$ cat src/rtl/uart_pkg.sv
// Shared UART receiver definitions: default frame geometry and the rx FSM state encoding.
package uart_pkg;

  localparam int unsigned DEF_DATA_BITS  = 8;
  localparam int unsigned DEF_OVERSAMPLE = 16;

  typedef enum logic [2:0] {
    ST_IDLE,
    ST_START,
    ST_DATA,
    ST_STOP,
    ST_WAIT_HIGH
  } rx_state_e;

endpackage

$ cat src/rtl/sync2.sv
// Two-flop synchronizer for a single asynchronous input; reset value is a parameter.
module sync2 #(
  parameter logic RST_VAL = 1'b1
) (
  input  logic clk,
  input  logic rst_n,
  input  logic d,
  output logic q
);

  logic meta;

  always_ff @(posedge clk or negedge rst_n) begin
    if (!rst_n) begin
      meta <= RST_VAL;
      q    <= RST_VAL;
    end else begin
      meta <= d;
      q    <= meta;
    end
  end

endmodule

$ cat src/rtl/uart_rx_oversample.sv
// Oversampling UART receiver: mid-bit sampling off an external tick, ready/valid output
// with single-clock frameErr / overrun pulses.
module uart_rx_oversample
  import uart_pkg::*;
#(
  parameter int unsigned DATA_BITS  = DEF_DATA_BITS,
  parameter int unsigned OVERSAMPLE = DEF_OVERSAMPLE
) (
  input  logic                 clk,
  input  logic                 rst_n,
  input  logic                 sampleTick,
  input  logic                 rxIn,
  input  logic                 rxReady,
  output logic [DATA_BITS-1:0] rxData,
  output logic                 rxValid,
  output logic                 frameErr,
  output logic                 overrun,
  output logic                 busy
);

  localparam int unsigned TW = $clog2(OVERSAMPLE);
  localparam int unsigned BW = $clog2(DATA_BITS + 1);

  localparam logic [TW-1:0] TICK_LAST = TW'(OVERSAMPLE - 1);
  localparam logic [TW-1:0] TICK_HALF = TW'(OVERSAMPLE / 2 - 1);
  localparam logic [BW-1:0] BIT_LAST  = BW'(DATA_BITS - 1);

  rx_state_e            state;
  logic [TW-1:0]        tick_cnt;
  logic [BW-1:0]        bit_cnt;
  logic [DATA_BITS-1:0] shreg;
  logic                 done;
  logic                 rx_s;

  sync2 #(.RST_VAL(1'b1)) u_sync (
    .clk   (clk),
    .rst_n (rst_n),
    .d     (rxIn),
    .q     (rx_s)
  );

  always_ff @(posedge clk or negedge rst_n) begin
    if (!rst_n) begin
      state    <= ST_IDLE;
      tick_cnt <= '0;
      bit_cnt  <= '0;
      shreg    <= '0;
      done     <= 1'b0;
      rxData   <= '0;
      rxValid  <= 1'b0;
      frameErr <= 1'b0;
      overrun  <= 1'b0;
      busy     <= 1'b0;
    end else begin
      frameErr <= 1'b0;
      overrun  <= 1'b0;
      done     <= 1'b0;

      // A completed word lands one clock after its stop sample; a same-cycle handshake frees the slot.
      if (done) begin
        if (!rxValid || rxReady) begin
          rxData  <= shreg;
          rxValid <= 1'b1;
        end else begin
          overrun <= 1'b1;
        end
      end else if (rxValid && rxReady) begin
        rxValid <= 1'b0;
      end

      if (sampleTick) begin
        case (state)
          ST_IDLE: begin
            if (!rx_s) begin
              state    <= ST_START;
              busy     <= 1'b1;
              tick_cnt <= '0;
            end
          end
          ST_START: begin
            if (tick_cnt == TICK_HALF) begin
              tick_cnt <= '0;
              bit_cnt  <= '0;
              if (!rx_s) begin
                state <= ST_DATA;
              end else begin
                state <= ST_IDLE;
                busy  <= 1'b0;
              end
            end else begin
              tick_cnt <= tick_cnt + TW'(1);
            end
          end
          ST_DATA: begin
            if (tick_cnt == TICK_LAST) begin
              tick_cnt <= '0;
              shreg    <= {rx_s, shreg[DATA_BITS-1:1]};
              bit_cnt  <= bit_cnt + BW'(1);
              if (bit_cnt == BIT_LAST) begin
                state <= ST_STOP;
              end
            end else begin
              tick_cnt <= tick_cnt + TW'(1);
            end
          end
          ST_STOP: begin
            if (tick_cnt == TICK_LAST) begin
              tick_cnt <= '0;
              if (rx_s) begin
                state <= ST_IDLE;
                busy  <= 1'b0;
                done  <= 1'b1;
              end else begin
                state    <= ST_WAIT_HIGH;
                frameErr <= 1'b1;
              end
            end else begin
              tick_cnt <= tick_cnt + TW'(1);
            end
          end
          ST_WAIT_HIGH: begin
            // A broken frame must see the line return high before hunting for a new start bit.
            if (rx_s) begin
              state <= ST_IDLE;
              busy  <= 1'b0;
            end
          end
          default: begin
            state <= ST_IDLE;
            busy  <= 1'b0;
          end
        endcase
      end
    end
  end

endmodule
$ cat config.mk
export PLATFORM = sky130hd
export DESIGN_NAME = uart_rx_oversample
export DESIGN_NICKNAME = d
export VERILOG_FILES = /design/src/rtl/uart_pkg.sv /design/src/rtl/sync2.sv /design/src/rtl/uart_rx_oversample.sv
export SDC_FILE = /design/constraint.sdc
export NUM_CORES = 1
export LEC_CHECK = 0
export CORE_MARGIN = 8
export CORE_UTILIZATION = 50
export DETAILED_ROUTE_END_ITERATION = 8
export HOLD_SLACK_MARGIN = 0.1
export PLACE_DENSITY = 0.79
export SLEW_MARGIN = 20
export SYNTH_ARGS = -nofsm -noshare
export SYNTH_HDL_FRONTEND = slang
export SYNTH_SLANG_ARGS = --single-unit
$ cat constraint.sdc
create_clock -name clk -period 1.6 [get_ports clk]
set_input_delay 0.24 -clock clk [delete_from_list [all_inputs] [get_ports clk]]
set_output_delay 0.24 -clock clk [all_outputs]
set_load 0.01 [all_outputs]
==> results.sh <==
export IMPL_cts_reportedPaths_clkPinSlew_ns=0.11
export IMPL_cts_tree="done"
export IMPL_power_leakage_nw=0.8945
export IMPL_fin_crit_sh=0.9752
export IMPL_synth_seq_cells=34
export IMPL_pin_count=17
export IMPL_grt_util_all_layers=0.1463
export IMPL_critical_path_max_stage_delay_ns=0.64
export IMPL_syn_instance_count=139
export IMPL_finalWirelength_um=3537
export IMPL_worst_slew_pin_slew_ns=0.3645
export IMPL_layout_min_cycle_time_ns=1.560
export IMPL_detail_route_iter0_violations=48
export IMPL_vias=1258
export IMPL_worstSetupStartpointType="primary input"
export IMPL_setup_violations=0
export IMPL_setup_tns_ns=0
export IMPL_synth_async_reset_ratio=1.000
export IMPL_core_um2=3078
export IMPL_critical_path_max_fanout=7
export IMPL_detail_route_antenna_nets=0
export IMPL_starting_density_of_the_core=0.5313
export IMPL_fin_worst_skew_ns=0.01455
export IMPL_grt_max_degree=35
export IMPL_cts_htree_levels=2
export IMPL_slew_violations=0
export IMPL_grt_overflow=0
export IMPL_path_cells="clkdlybuf4s50_1 > or2b_1 > or4b_1 > o221ai_1"
export IMPL_slew_margin_rel=0.7564
export IMPL_synth_cell_area_um2=1635
export IMPL_maximum_clock_insertion_buffer_count=2
export IMPL_port_buffers=16
export IMPL_placementRows=20
export IMPL_fill_cells=221
export IMPL_drc_errors=0
export IMPL_synth_cell_types=46
export IMPL_power_density_nw_per_um2=1300
export IMPL_timing_hold_violations_final=0
export IMPL_yosysSeqAreaShare=0.5218
export IMPL_worstPathRequired_ns=1.85
export IMPL_grt_antenna_before_repair=0
export IMPL_post_synth_cell_area_avg_um2=11.76
export IMPL_die_area_um2=5357
export IMPL_cts_inserted_buffers=5
export IMPL_status="complete, no violations"
export IMPL_area_growth_syn_to_layout_pct=23.95
export IMPL_achievable_frequency_mhz=640.9
export IMPL_number_of_flops_mapped_to_enable_cells_by_yosys=0
export IMPL_synth_main_ff_cell="dfrtp_1"
export IMPL_dp_hpwl_um=2620
export IMPL_clockRootBuffer="clkbuf_4"
export IMPL_num_nets_final=177
export IMPL_synth_top_area_cell="dfrtp_1"
export IMPL_mappedNetlistNets=146
export IMPL_detail_route_wl_per_cell_um=16.45
export IMPL_place_gp_congestion=0.9076
export IMPL_drt_vias_per_instance=5.851
export IMPL_worst_skew_pair_late_latency_ns=0.33
export IMPL_critPathArrivalTime_ns=1.81
export IMPL_drt_pre_antenna_iters=4
export IMPL_yosys_warnings=0
export IMPL_clock_sinks=34
export IMPL_die_x_um=73.19
export IMPL_antenna_diode_count=0
export IMPL_ys_top_cells_by_area="dfrtp_1 49%, mux2_2 11%, dfstp_2 3.2%, o31ai_1 2.8%, nor2_1 1.6%"
export IMPL_max_vdd_ir_drop_mv=0.7785
export IMPL_worstSetupPathType="primary input to flop"
export IMPL_first_global_vias=1304
export IMPL_layout_drive_gt1_share=0.2865
export IMPL_cap_violations=0
export IMPL_wire_length_of_the_first_global_routing_pass_um=6044
export IMPL_holdCritPathClass="primary input to async pin"
export IMPL_worstSetupEndpointType="flop"
export IMPL_power_total_mw=2.636
export IMPL_cpMaxStageDelayCell="clkdlybuf4s50_1"
export IMPL_height_of_the_die_um=73.19
export IMPL_yosys_area_top_type_share=0.4897
## cell families (layout without fill, tap and decap cells)
kind of cell             after synthesis  in the layout  synth area share
AND/OR/NAND/NOR                       46             46            0.1852
flip-flops                            34             34            0.5218
AO/OA/AOI/OAI                         27             27            0.1171
multiplexers                          16             16            0.1102
buffers and inverters                 13             45           0.04514
adder cells (fa/ha/maj)                2              2           0.01530
XOR/XNOR                               1              1          0.005357
## flip-flops by register name, summed over array words and instances (netlist names), 3 cells and up
name,count
shreg,8
state,3
tick_cnt,4
bit_cnt,4
rxData,8
## repair_timing
action	in CTS	in global routing
gates resized for setup	0	5
buffers inserted	0	0
hold endpoints to repair	0	0
setup endpoints to repair	0	12
hold buffers	0	0
## metal layers
metal	vias up	part of all wire	global-route usage
li1	574	-	-
met1	622	0.39	0.1612
met2	50	0.52	0.2423
met3	12	0.061	0.04670
met4	0	0.027	0.08222
met5	-	0	0
## worst paths after layout
path	startpoint	to	slack (ns)	cells after the start
setup / recovery	sampleTick	state[1]	0.04	4
hold / removal	rst_n	tick_cnt[3]	0.26	2
setup reg to reg	state[1]	state[1]	0.06	4
hold reg to reg	u_sync.meta	u_sync.q	0.37	0
max in group asynchronous	rst_n	u_sync.q	1.07	2
min in group clk	rxIn	u_sync.meta	0.34	1
## worst max-delay path: cells and delay by family
kind / cells / cell delay [ns]
simple gates: 2 / 0.85
buf+inv: 1 / 0.64
compound gates: 1 / 0.09
## stage by stage
| step | cells | hold slack (ns) | util | setup slack [ns] | cell area, µm² |
|---|---|---|---|---|---|
| 2_1_floorplan | 139 | -0.05559 | - | 0.08485 | 1635 |
| 3_3_place_gp | 207 | 0.3497 | 0.6305 | -0.2159 | 1941 |
| 3_5_place_dp | 207 | 0.3524 | 0.6305 | -0.2770 | 1941 |
| 4_1_cts | 215 | 0.2718 | 0.6512 | 0.008030 | 2004 |
| 5_1_grt | 215 | 0.2810 | 0.6585 | -0.005728 | 2027 |
| 6_report | 215 | 0.2647 | 0.6585 | 0.03964 | 2027 |
## synth_stat cells (all sizes together) (4+ instances only)
master  number
nand3        5
nor2         8
mux2        16
nand2b       4
inv          5
buf          6
dfrtp       32
o21ai        5
nand2        6
o31ai        6
## cells in the final DEF, fill, tap and decap left out, types with 2 or more instances in the layout
master	instances
a21oi_1	2
a22o_1	2
buf_12	2
buf_4	14
clkbuf_4	5
clkdlybuf4s50_1	16
dfrtp_1	30
dfrtp_2	2
dfstp_2	2
inv_1	5
mux2_2	16
nand2_1	6
nand2b_1	4
nand3_1	5
nand3b_1	2
nor2_1	7
nor2b_1	2
nor3b_1	2
nor4bb_1	2
o211ai_1	2
o21ai_0	5
o221ai_1	2
o31ai_1	6
or3_1	2
or3b_1	2
## area by class of cell
| class | instances | area (µm²) | area share |
|---|---|---|---|
| flip-flops and latches | 34 | 855.8 | 0.4222 |
| multi-input cells | 92 | 728.2 | 0.3593 |
| repair buffers | 32 | 305.3 | 0.1506 |
| well taps | 44 | 55.05 | 0.02716 |
| clock buffers | 6 | 51.30 | 0.02531 |
| inverters | 5 | 18.77 | 0.009259 |
| clock inverters | 2 | 12.51 | 0.006173 |
## power by group
part | switching [mW] | internal [mW] | leakage (nW)
Clock | 0.289 | 0.211 | 0.0343
Combinational | 0.463 | 0.463 | 0.419
Sequential | 0.184 | 1.02 | 0.441
Total | 0.937 | 1.70 | 0.894
Note: power is estimated with default switching activity, not from simulation.
